### config.mk
export PLATFORM = sky130hd
export DESIGN_NAME = data_mem_arbiter_flat
export DESIGN_NICKNAME = d
export VERILOG_FILES = /design/src/rtl/data_mem_arbiter_if.sv /design/src/rtl/data_mem_arbiter.sv /design/src/flat_wrapper.sv
export SDC_FILE = /design/constraint.sdc
export NUM_CORES = 1
export LEC_CHECK = 0
export ABC_CLOCK_PERIOD_IN_PS = 3830
export CAP_MARGIN = 20
export CORE_AREA = 5 5 93 95
export CTS_CLUSTER_DIAMETER = 60
export DETAILED_ROUTE_END_ITERATION = 8
export DIE_AREA = 0 0 98 100
export MAX_ROUTING_LAYER = met4
export PLACE_DENSITY = 0.78
export SYNTH_ARGS = -nofsm -noshare
export SYNTH_HDL_FRONTEND = slang
export SYNTH_SLANG_ARGS = --single-unit
### constraint.sdc
create_clock -name clk -period 3.83 [get_ports clk]
set_input_delay 0.9575 -clock clk [delete_from_list [all_inputs] [get_ports clk]]
set_output_delay 0.9575 -clock clk [all_outputs]
set_load 0.005 [all_outputs]
### src/rtl/data_mem_arbiter_if.sv
// Data memory arbiter bus: CPU and IO request
// channels plus the single-port memory drive.
// slave  : arbiter side (takes requests, drives
//          grants, rvalid/rdata and memory pins)
// master : requester/memory side
interface data_mem_arbiter_if #(
  parameter int ADDR_W = 14,
  parameter int DATA_W = 32
);
  logic              cpu_req;
  logic              cpu_we;
  logic [ADDR_W-1:0] cpu_addr;
  logic [DATA_W-1:0] cpu_wdata;
  logic              cpu_gnt;
  logic              cpu_rvalid;
  logic [DATA_W-1:0] cpu_rdata;

  logic              io_req;
  logic              io_we;
  logic              io_lock;
  logic [ADDR_W-1:0] io_addr;
  logic [DATA_W-1:0] io_wdata;
  logic              io_gnt;
  logic              io_rvalid;
  logic [DATA_W-1:0] io_rdata;

  logic              mem_en;
  logic              mem_we;
  logic [ADDR_W-1:0] mem_addr;
  logic [DATA_W-1:0] mem_wdata;
  logic [DATA_W-1:0] mem_rdata;

  modport slave (
    input  cpu_req, cpu_we, cpu_addr, cpu_wdata,
    output cpu_gnt, cpu_rvalid, cpu_rdata,
    input  io_req, io_we, io_lock,
    input  io_addr, io_wdata,
    output io_gnt, io_rvalid, io_rdata,
    output mem_en, mem_we, mem_addr, mem_wdata,
    input  mem_rdata
  );

  modport master (
    output cpu_req, cpu_we, cpu_addr, cpu_wdata,
    input  cpu_gnt, cpu_rvalid, cpu_rdata,
    output io_req, io_we, io_lock,
    output io_addr, io_wdata,
    input  io_gnt, io_rvalid, io_rdata,
    input  mem_en, mem_we, mem_addr, mem_wdata,
    output mem_rdata
  );
endinterface

### src/rtl/data_mem_arbiter.sv
// Single-port data memory arbiter: CPU priority,
// IO starvation override and IO burst lock.
// Ports: clk, rst (async, active-high),
//        bus (data_mem_arbiter_if.slave).
// Grants and memory pins are combinational;
// rvalid is registered to match 1-cycle reads.
module data_mem_arbiter #(
  parameter int ADDR_W    = 14,
  parameter int DATA_W    = 32,
  parameter int MAX_WAIT  = 4,
  parameter int MAX_BURST = 8
) (
  input logic               clk,
  input logic               rst,
  data_mem_arbiter_if.slave bus
);

  typedef enum logic {
    ARB,
    IO_BURST
  } state_e;

  localparam logic [3:0] WAIT_MAX  = 4'(MAX_WAIT);
  localparam logic [3:0] BURST_MAX = 4'(MAX_BURST);

  state_e     state_q, state_d;
  logic [3:0] wait_q, wait_d;
  logic [3:0] burst_q, burst_d;
  logic       cpu_rv_q, cpu_rv_d;
  logic       io_rv_q, io_rv_d;

  logic              cpu_gnt;
  logic              io_gnt;
  logic              mem_en;
  logic              mem_we;
  logic [ADDR_W-1:0] mem_addr;
  logic [DATA_W-1:0] mem_wdata;

  // Grants are masked during reset.
  always_comb begin
    cpu_gnt = 1'b0;
    io_gnt  = 1'b0;
    if (!rst) begin
      unique case (state_q)
        ARB: begin
          if (bus.io_req &&
              (!bus.cpu_req || wait_q == WAIT_MAX))
            io_gnt = 1'b1;
          else
            cpu_gnt = bus.cpu_req;
        end
        IO_BURST: io_gnt = bus.io_req;
        default: ;
      endcase
    end
  end

  always_comb begin
    state_d = state_q;
    burst_d = burst_q;
    unique case (state_q)
      ARB: begin
        // The entering grant is beat 1 of the burst.
        if (io_gnt && bus.io_lock &&
            BURST_MAX > 4'd1) begin
          state_d = IO_BURST;
          burst_d = 4'd1;
        end
      end
      IO_BURST: begin
        if (!bus.io_req || !bus.io_lock ||
            burst_q + 4'd1 >= BURST_MAX) begin
          state_d = ARB;
          burst_d = 4'd0;
        end else begin
          burst_d = burst_q + 4'd1;
        end
      end
      default: ;
    endcase
  end

  always_comb begin
    wait_d = wait_q;
    if (!bus.io_req || io_gnt)
      wait_d = 4'd0;
    else if (wait_q < WAIT_MAX)
      wait_d = wait_q + 4'd1;
  end

  assign cpu_rv_d = cpu_gnt && !bus.cpu_we;
  assign io_rv_d  = io_gnt && !bus.io_we;

  always_comb begin
    mem_en    = 1'b0;
    mem_we    = 1'b0;
    mem_addr  = '0;
    mem_wdata = '0;
    unique case (1'b1)
      cpu_gnt: begin
        mem_en    = !bus.cpu_we;
        mem_we    = bus.cpu_we;
        mem_addr  = bus.cpu_addr;
        mem_wdata = bus.cpu_wdata;
      end
      io_gnt: begin
        mem_en    = !bus.io_we;
        mem_we    = bus.io_we;
        mem_addr  = bus.io_addr;
        mem_wdata = bus.io_wdata;
      end
      default: ;
    endcase
  end

  always_ff @(posedge clk or posedge rst) begin
    if (rst) begin
      state_q  <= ARB;
      wait_q   <= 4'd0;
      burst_q  <= 4'd0;
      cpu_rv_q <= 1'b0;
      io_rv_q  <= 1'b0;
    end else begin
      state_q  <= state_d;
      wait_q   <= wait_d;
      burst_q  <= burst_d;
      cpu_rv_q <= cpu_rv_d;
      io_rv_q  <= io_rv_d;
    end
  end

  assign bus.cpu_gnt    = cpu_gnt;
  assign bus.io_gnt     = io_gnt;
  assign bus.cpu_rvalid = cpu_rv_q;
  assign bus.io_rvalid  = io_rv_q;
  assign bus.cpu_rdata  = bus.mem_rdata;
  assign bus.io_rdata   = bus.mem_rdata;
  assign bus.mem_en     = mem_en;
  assign bus.mem_we     = mem_we;
  assign bus.mem_addr   = mem_addr;
  assign bus.mem_wdata  = mem_wdata;

endmodule

### src/flat_wrapper.sv
// flat-port wrapper written by rule: the top's interface ports become plain ports
module data_mem_arbiter_flat 
#(
  parameter int ADDR_W    = 14,
  parameter int DATA_W    = 32,
  parameter int MAX_WAIT  = 4,
  parameter int MAX_BURST = 8
)
  (clk, rst, bus_cpu_req, bus_cpu_we, bus_cpu_addr, bus_cpu_wdata, bus_cpu_gnt, bus_cpu_rvalid, bus_cpu_rdata, bus_io_req, bus_io_we, bus_io_lock, bus_io_addr, bus_io_wdata, bus_io_gnt, bus_io_rvalid, bus_io_rdata, bus_mem_en, bus_mem_we, bus_mem_addr, bus_mem_wdata, bus_mem_rdata);
  data_mem_arbiter_if #(.ADDR_W(ADDR_W), .DATA_W(DATA_W)) bus_i ();
  input logic clk;
  input logic rst;
  input wire logic [$bits(bus_i.cpu_req)-1:0] bus_cpu_req;
  input wire logic [$bits(bus_i.cpu_we)-1:0] bus_cpu_we;
  input wire logic [$bits(bus_i.cpu_addr)-1:0] bus_cpu_addr;
  input wire logic [$bits(bus_i.cpu_wdata)-1:0] bus_cpu_wdata;
  output wire logic [$bits(bus_i.cpu_gnt)-1:0] bus_cpu_gnt;
  output wire logic [$bits(bus_i.cpu_rvalid)-1:0] bus_cpu_rvalid;
  output wire logic [$bits(bus_i.cpu_rdata)-1:0] bus_cpu_rdata;
  input wire logic [$bits(bus_i.io_req)-1:0] bus_io_req;
  input wire logic [$bits(bus_i.io_we)-1:0] bus_io_we;
  input wire logic [$bits(bus_i.io_lock)-1:0] bus_io_lock;
  input wire logic [$bits(bus_i.io_addr)-1:0] bus_io_addr;
  input wire logic [$bits(bus_i.io_wdata)-1:0] bus_io_wdata;
  output wire logic [$bits(bus_i.io_gnt)-1:0] bus_io_gnt;
  output wire logic [$bits(bus_i.io_rvalid)-1:0] bus_io_rvalid;
  output wire logic [$bits(bus_i.io_rdata)-1:0] bus_io_rdata;
  output wire logic [$bits(bus_i.mem_en)-1:0] bus_mem_en;
  output wire logic [$bits(bus_i.mem_we)-1:0] bus_mem_we;
  output wire logic [$bits(bus_i.mem_addr)-1:0] bus_mem_addr;
  output wire logic [$bits(bus_i.mem_wdata)-1:0] bus_mem_wdata;
  input wire logic [$bits(bus_i.mem_rdata)-1:0] bus_mem_rdata;
  assign bus_i.cpu_req = bus_cpu_req;
  assign bus_i.cpu_we = bus_cpu_we;
  assign bus_i.cpu_addr = bus_cpu_addr;
  assign bus_i.cpu_wdata = bus_cpu_wdata;
  assign bus_cpu_gnt = bus_i.cpu_gnt;
  assign bus_cpu_rvalid = bus_i.cpu_rvalid;
  assign bus_cpu_rdata = bus_i.cpu_rdata;
  assign bus_i.io_req = bus_io_req;
  assign bus_i.io_we = bus_io_we;
  assign bus_i.io_lock = bus_io_lock;
  assign bus_i.io_addr = bus_io_addr;
  assign bus_i.io_wdata = bus_io_wdata;
  assign bus_io_gnt = bus_i.io_gnt;
  assign bus_io_rvalid = bus_i.io_rvalid;
  assign bus_io_rdata = bus_i.io_rdata;
  assign bus_mem_en = bus_i.mem_en;
  assign bus_mem_we = bus_i.mem_we;
  assign bus_mem_addr = bus_i.mem_addr;
  assign bus_mem_wdata = bus_i.mem_wdata;
  assign bus_i.mem_rdata = bus_mem_rdata;
  data_mem_arbiter #(.ADDR_W(ADDR_W), .DATA_W(DATA_W), .MAX_WAIT(MAX_WAIT), .MAX_BURST(MAX_BURST)) u_core (.clk(clk), .rst(rst), .bus(bus_i));
endmodule
== After elaboration in Yosys (flattened, before gate mapping) ==
Index checks and enable logic that the tools add are counted.

* Input port bits: 131
* Word-level logic and storage cells: 44
* Bits in registers: 11
* Output and inout port bits: 116

* Reductions and logical operators: 14
* Bitwise operators: 1
* Add/sub/neg operators: 2
* Mux-type cells: 18
* Equality and inequality tests: 2
* Magnitude comparators: 2

{| class="wikitable"
|+ Operator list
! operator !! count
|-
| one-hot mux 32 bit (2 select lines) || 1
|-
| one-hot mux 14 bit (2 select lines) || 1
|-
| two-way mux 4 bit || 4
|-
| adder 4 x 1 -> 4 bit (second input constant) || 2
|-
| one-hot mux 1 bit (2 select lines) || 4
|-
| one-hot mux 4 bit (2 select lines) || 1
|-
| two-way mux 1 bit || 7
|-
| zero test 1 bit || 5
|-
| equality test 4 x 3 -> 1 bit (second input constant) || 1
|-
| >= comparator 4 bit (second input constant) || 1
|-
| logical AND 1 bit || 4
|-
| logical OR 1 bit || 4
|-
| < comparator 4 x 3 -> 1 bit (second input constant) || 1
|-
| != test 2 x 1 -> 1 bit (second input constant) || 1
|-
| nonzero test 2 bit || 1
|-
| NOT 1 bit || 1
|}

== Longest topological paths before layout ==
Gate-level depths: netlist of the first run.

* Depth after elaboration: 9
* Depth in mapped cells: 8
* Depth with buffers taken out: 6

== Worst setup path after synthesis of the first run ==
OpenSTA, ideal clock, no wires.

* Path kind: input to output
* From: in bus_cpu_req
* To: out bus_mem_addr[0]
* Required time: 2.873 ns
* Slack: 1.140 ns
* Buffers on the path: 2
* Arrival time: 1.732 ns
* Cell stages on the path: 6
* Cells stage by stage: and2b_1 > a21boi_2 > buf_4 > buf_4 > a22oi_1 > nor2_1

* Cells in the longest elaborated chain, start to end: 7
* Elaborated cells between the ends (all ways): 10
* Classes of those cells: mux: 7; reduce/logical: 3

{| class="wikitable"
|+ Ends and longest elaborated chain
! what !! RTL line !! source
|-
| from (decl) || flat_wrapper.sv:13 || <nowiki>input wire logic [$bits(bus_i.cpu_req)-1:0] bus_cpu_req;</nowiki>
|-
| zero test 1 bit || data_mem_arbiter.sv:47 || <nowiki>(!bus.cpu_req || wait_q == WAIT_MAX))</nowiki>
|-
| logical OR 1 bit || data_mem_arbiter.sv:47 ||
|-
| logical AND 1 bit || data_mem_arbiter.sv:46 || <nowiki>if (bus.io_req &&</nowiki>
|-
| two-way mux 1 bit || data_mem_arbiter.sv:46 ||
|-
| one-hot mux 1 bit (2 select lines) / two-way mux 1 bit (equally long branches) || data_mem_arbiter.sv:44 || <nowiki>unique case (state_q)</nowiki>
|-
| two-way mux 1 bit || data_mem_arbiter.sv:43 || <nowiki>if (!rst) begin</nowiki>
|-
| one-hot mux 14 bit (2 select lines) * || data_mem_arbiter.sv:99 || <nowiki>unique case (1'b1)</nowiki>
|-
| to (decl) || flat_wrapper.sv:30 || <nowiki>output wire logic [$bits(bus_i.mem_addr)-1:0] bus_mem_addr;</nowiki>
|}

Every way passes the cells marked *; elsewhere a longest branch is shown, timed or not.

== Worst setup path after layout of the first run ==
* From: in bus_io_req
* To: out bus_mem_wdata[9]

* Cells in the longest elaborated chain, start to end: 5
* Elaborated cells between the ends (all ways): 8
* Classes of those cells: mux: 7; reduce/logical: 1

{| class="wikitable"
|+ Ends and longest elaborated chain
! what !! RTL line !! source
|-
| from (decl) || flat_wrapper.sv:20 || <nowiki>input wire logic [$bits(bus_i.io_req)-1:0] bus_io_req;</nowiki>
|-
| logical AND 1 bit || data_mem_arbiter.sv:46 ||
|-
| two-way mux 1 bit || data_mem_arbiter.sv:46 ||
|-
| one-hot mux 1 bit (2 select lines) / two-way mux 1 bit (equally long branches) || data_mem_arbiter.sv:44 ||
|-
| two-way mux 1 bit || data_mem_arbiter.sv:43 ||
|-
| one-hot mux 32 bit (2 select lines) * || data_mem_arbiter.sv:99 ||
|-
| to (decl) || flat_wrapper.sv:31 || <nowiki>output wire logic [$bits(bus_i.mem_wdata)-1:0] bus_mem_wdata;</nowiki>
|}

Marks and branches as above.

==> metrics.md, run 1 <==
| Metric | Value |
|---|---|
| Detailed Place HPWL | 5390 um |
| Arrival time at the worst endpoint | between 2 and 3 ns |
| Area of the die | 9800 sq um |
| Leftover overflow at the end of global routing | 0 |
| Final weighted congestion in routability-driven placement | approximately 0.8 |
| DRC | 0 |
| Flops & latches, synth | 11 |
| Post-synthesis average cell area | 7.49 sq um |
| Die height | roughly 100 um |
| Final antenna-violating net count | 0 |
| Share of synthesized flip-flops with an asynchronous set or reset | 1.00 |
| Post-place setup slack | -0.00286 ns |
| Cell count after placement | 419 |
| Fin crit share | 0.981 |
| Final number of hold-violating endpoints | 0 |
| Highest cell delay on the worst timing path | a little under 0.6 ns |
| Number of input and output port buffers inserted | 150 |
| PwrDens | 185 nW/um^2 |
| Total routed wirelength | 7230 um |
| Standard cell core area | 7650 sq um |
| Area overhead of the layout relative to synthesis | 71.3% |
| Cell row count | 32 |
| Peak supply drop | roughly 0.0001 V |
| Element type at the critical path end | output pin |
| Initial drt markers | 70 |
| Area fraction of the dominant cell type after synthesis | 0.281 |
| Number of pins exceeding their max-slew limit in the final report | 0 |
| Slowest cell on crit path | clkdlybuf4s50_1 |
| Number of enable flip-flop cells after synthesis | 0 |
| Final setup violation count | 0 |
| Pin count of the biggest net entering global routing | 48 |
| Classification of the worst setup path | in2out |
| CTS root buffer | clkbuf_8 |
| Top library cells by usage in the layout, fill and taps aside | clkdlybuf4s50_1 (141), nor2_1 (48), a22oi_1 (40) |
| Antenna diode count | 0 |
| Minimum clock period after layout | around 3.8 ns |
| LEAKAGE | roughly 0.0013 uW |
| Transition time of the tightest slew-check pin | roughly 0.66 ns |
| Fin worst setup slack | roughly 0.074 ns |
| Largest area contributor in the netlist | buf_4 |
| Via count of the first global-routing pass | between 2k and 2.5k |
| Starting utilization of the core area | 0.234 |
| Hold WS | between 0.5 and 0.6 ns |
| Number of nets produced by synthesis | 373 |
| Distinct cell type count after synthesis | 36 |
| Cell-by-cell trace of the critical path | clkdlybuf4s50_1, a21boi_4, buf_12, clkbuf_16, a22oi_1, nor2_1, clkdlybuf4s50_1 |
| Num Clock Sinks | 11 |
| Layout Cells excl Fill | roughly 430 |
| Clock latency reported for the late side of the worst-skew pair | around 0.24 ns |
| Fill cells | between 700 and 800 |
| Number of vias per cell after detailed routing | 4.73 |
| Start point of the critical path | bus_io_req |
| Worst flop-to-flop path startpoint | u_core.wait_q[0] |
| Layout Utilization | 0.401 |
| Highest achievable clock rate | 266 MHz |
| Unrepaired setup endpoints after global routing | no |
| Iteration count of the initial detailed-routing pass | 4 |
| Combined global-route utilization of all metal layers | 0.125 |
| Number of hold buffers added after cts | 0 |
| Most used cell along the critical path | clkdlybuf4s50_1 |
| FF-to-FF setup slack | approximately 2.3 ns |
| Relative slew margins | 0.561 |
| Accumulated negative setup slack | 0 ns |
| Post-detailed-route wirelength per cell | between 15 and 20 um |
| Max_cap viols | 0 |
| Gate count after technology mapping | roughly 240 |
| X dimension of the die | between 90 and 100 um |
| Highest net fanout along the worst path | 12 |
| Capturing instance or port of the critical path | bus_mem_wdata[9] |
| Final-stage net count | between 400 and 500 |
| Synthesis Warnings | 0 |
| First-pass GRT wire length | about 9800 um |
| Launching element type of the critical path | primary input |
| FF-to-FF path depth | 6 |
| Top area cells in the synthesized netlist | buf_4 (28%), a22oi_1 (17%), dfrtp_1 (15%) |
| Critical path required time | approximately 2.9 ns |
| Reg-to-reg critical path endpoint | u_core.bus.cpu_rvalid |
| Seq/Total Area, Yosys | 0.154 |
| Top-level I/O count | between 200 and 250 |
| Post-synthesis instance area | 1790 sq um |
| Clock transition at path regs | 0.05 ns |
| Depth of the CTS H-tree | 1 |
| Initial antenna violation count | 0 |
| Run status | complete, no violations |
| Setup Skew | between 0.001 and 0.0015 ns |
| Most common cell after layout, fill and taps aside | clkdlybuf4s50_1 |
| Primary flip-flop cell chosen by synthesis mapping | dfrtp_1 |
| Classification of the worst-slack hold path | reg2reg |
| Clock tree from TritonCTS | yes |
| Number of clock buffers inserted by TritonCTS | 3 |
| Ratio of cells with drive above 1 in the final layout | 0.113 |
| Bufs on Longest Clock Path | 2 |
| Vias | 2024 |
-- Yosys cell counts (2+ instances only) --
library cell	count
nor2_2	7
nand2_1	7
inv_1	5
ha_1	3
buf_4	67
buf_6	6
o21ai_0	3
buf_2	2
a22oi_1	40
nand3_1	3
clkbuf_1	5
dfrtp_1	11
o22ai_1	2
nor2_1	48
a22oi_2	7
a21oi_1	3
-- worst min-delay path by stage --
stage                      startpoint           endpoint  slack [ns]  cells after the start
finish              u_core.burst_q[3]  u_core.burst_q[0]        0.51                      1
global route        u_core.burst_q[3]  u_core.burst_q[0]        0.54                      1
CTS                 u_core.burst_q[3]  u_core.burst_q[0]        0.52                      1
detailed placement  u_core.burst_q[3]  u_core.burst_q[0]        0.51                      1
global placement    u_core.burst_q[3]  u_core.burst_q[0]        0.50                      1
floorplan           u_core.burst_q[3]  u_core.burst_q[0]        0.47                      1
-- power breakdown --
part / switching, uW / leakage [uW] / internal [uW]
sequential: 7.84 / 0.000149 / 124
clock: 41.5 / 0.0000228 / 72.9
combinational: 115 / 0.00111 / 205
-- per-layer routing --
| layer | GRT usage | vias up | part of all wire |
|---|---|---|---|
| met2 | 0.220 | 114 | 0.51 |
| met3 | 0.0334 | 55 | 0.080 |
| met4 | 0.0884 | 0 | 0.062 |
| met5 | - | - | 0 |
| met1 | 0.119 | 915 | 0.35 |
| li1 | - | 940 | - |
-- critical path, delay by kind of cell --
kind            cells  cell delay (ns)
compound gates      2             0.33
buf+inv             4             1.39
simple gates        1             0.11
-- timing repair --
action	4_1_cts	5_1_grt
buffers inserted	0	2
endpoints found under the setup margin	1	35
resized for setup	0	9
hold endpoints to repair	0	0
pin swaps	0	1
gates cloned	0	3
-- registers in the layout (all words and copies together) (netlist names) --
| name | count |
|---|---|
| u_core.burst_q | 4 |
| u_core.bus.cpu_rvalid | 1 |
| u_core.bus.io_rvalid | 1 |
| u_core.state_q | 1 |
| u_core.wait_q | 4 |
-- kinds of logic (layout without fill, tap and decap cells) --
logic type | after synthesis | after routing | share of synthesized area
buffers and inverters | 86 | 173 | 0.347
adders and majority gates | 3 | 3 | 0.0210
DFF | 11 | 11 | 0.154
and+or+nand+nor | 76 | 76 | 0.194
AOI/OAI and AO/OA | 61 | 61 | 0.275
xor gates and xnor gates | 2 | 2 | 0.00979
-- layout make-up --
cell class / instances / area (sq um) / share of cell area
Sequential cell: 11 / 275 / 0.0898
Tap cell: 102 / 128 / 0.0416
Clock buffer: 4 / 45.0 / 0.0147
Inverter: 5 / 18.8 / 0.00612
Multi-Input combinational cell: 142 / 902 / 0.294
Timing Repair Buffer: 164 / 1700 / 0.554
-- stage by stage --
| stage | total power [uW] | area (sq um) |
|---|---|---|
| floorplan | 302 | 1790 |
| detailed placement | 441 | 2910 |
| global placement | 434 | 2910 |
| CTS | 560 | 2960 |
| finish | 567 | 3070 |
| global route | 602 | 3070 |
No activity file was read; power rests on OpenSTA's default activity.
==> run 2, diff against run 1 <==
SKIP_LAST_GASP = 1   (was not set)
==> results of run 2 <==
The final DEF is identical to that of run 1; final timing and power are the same.
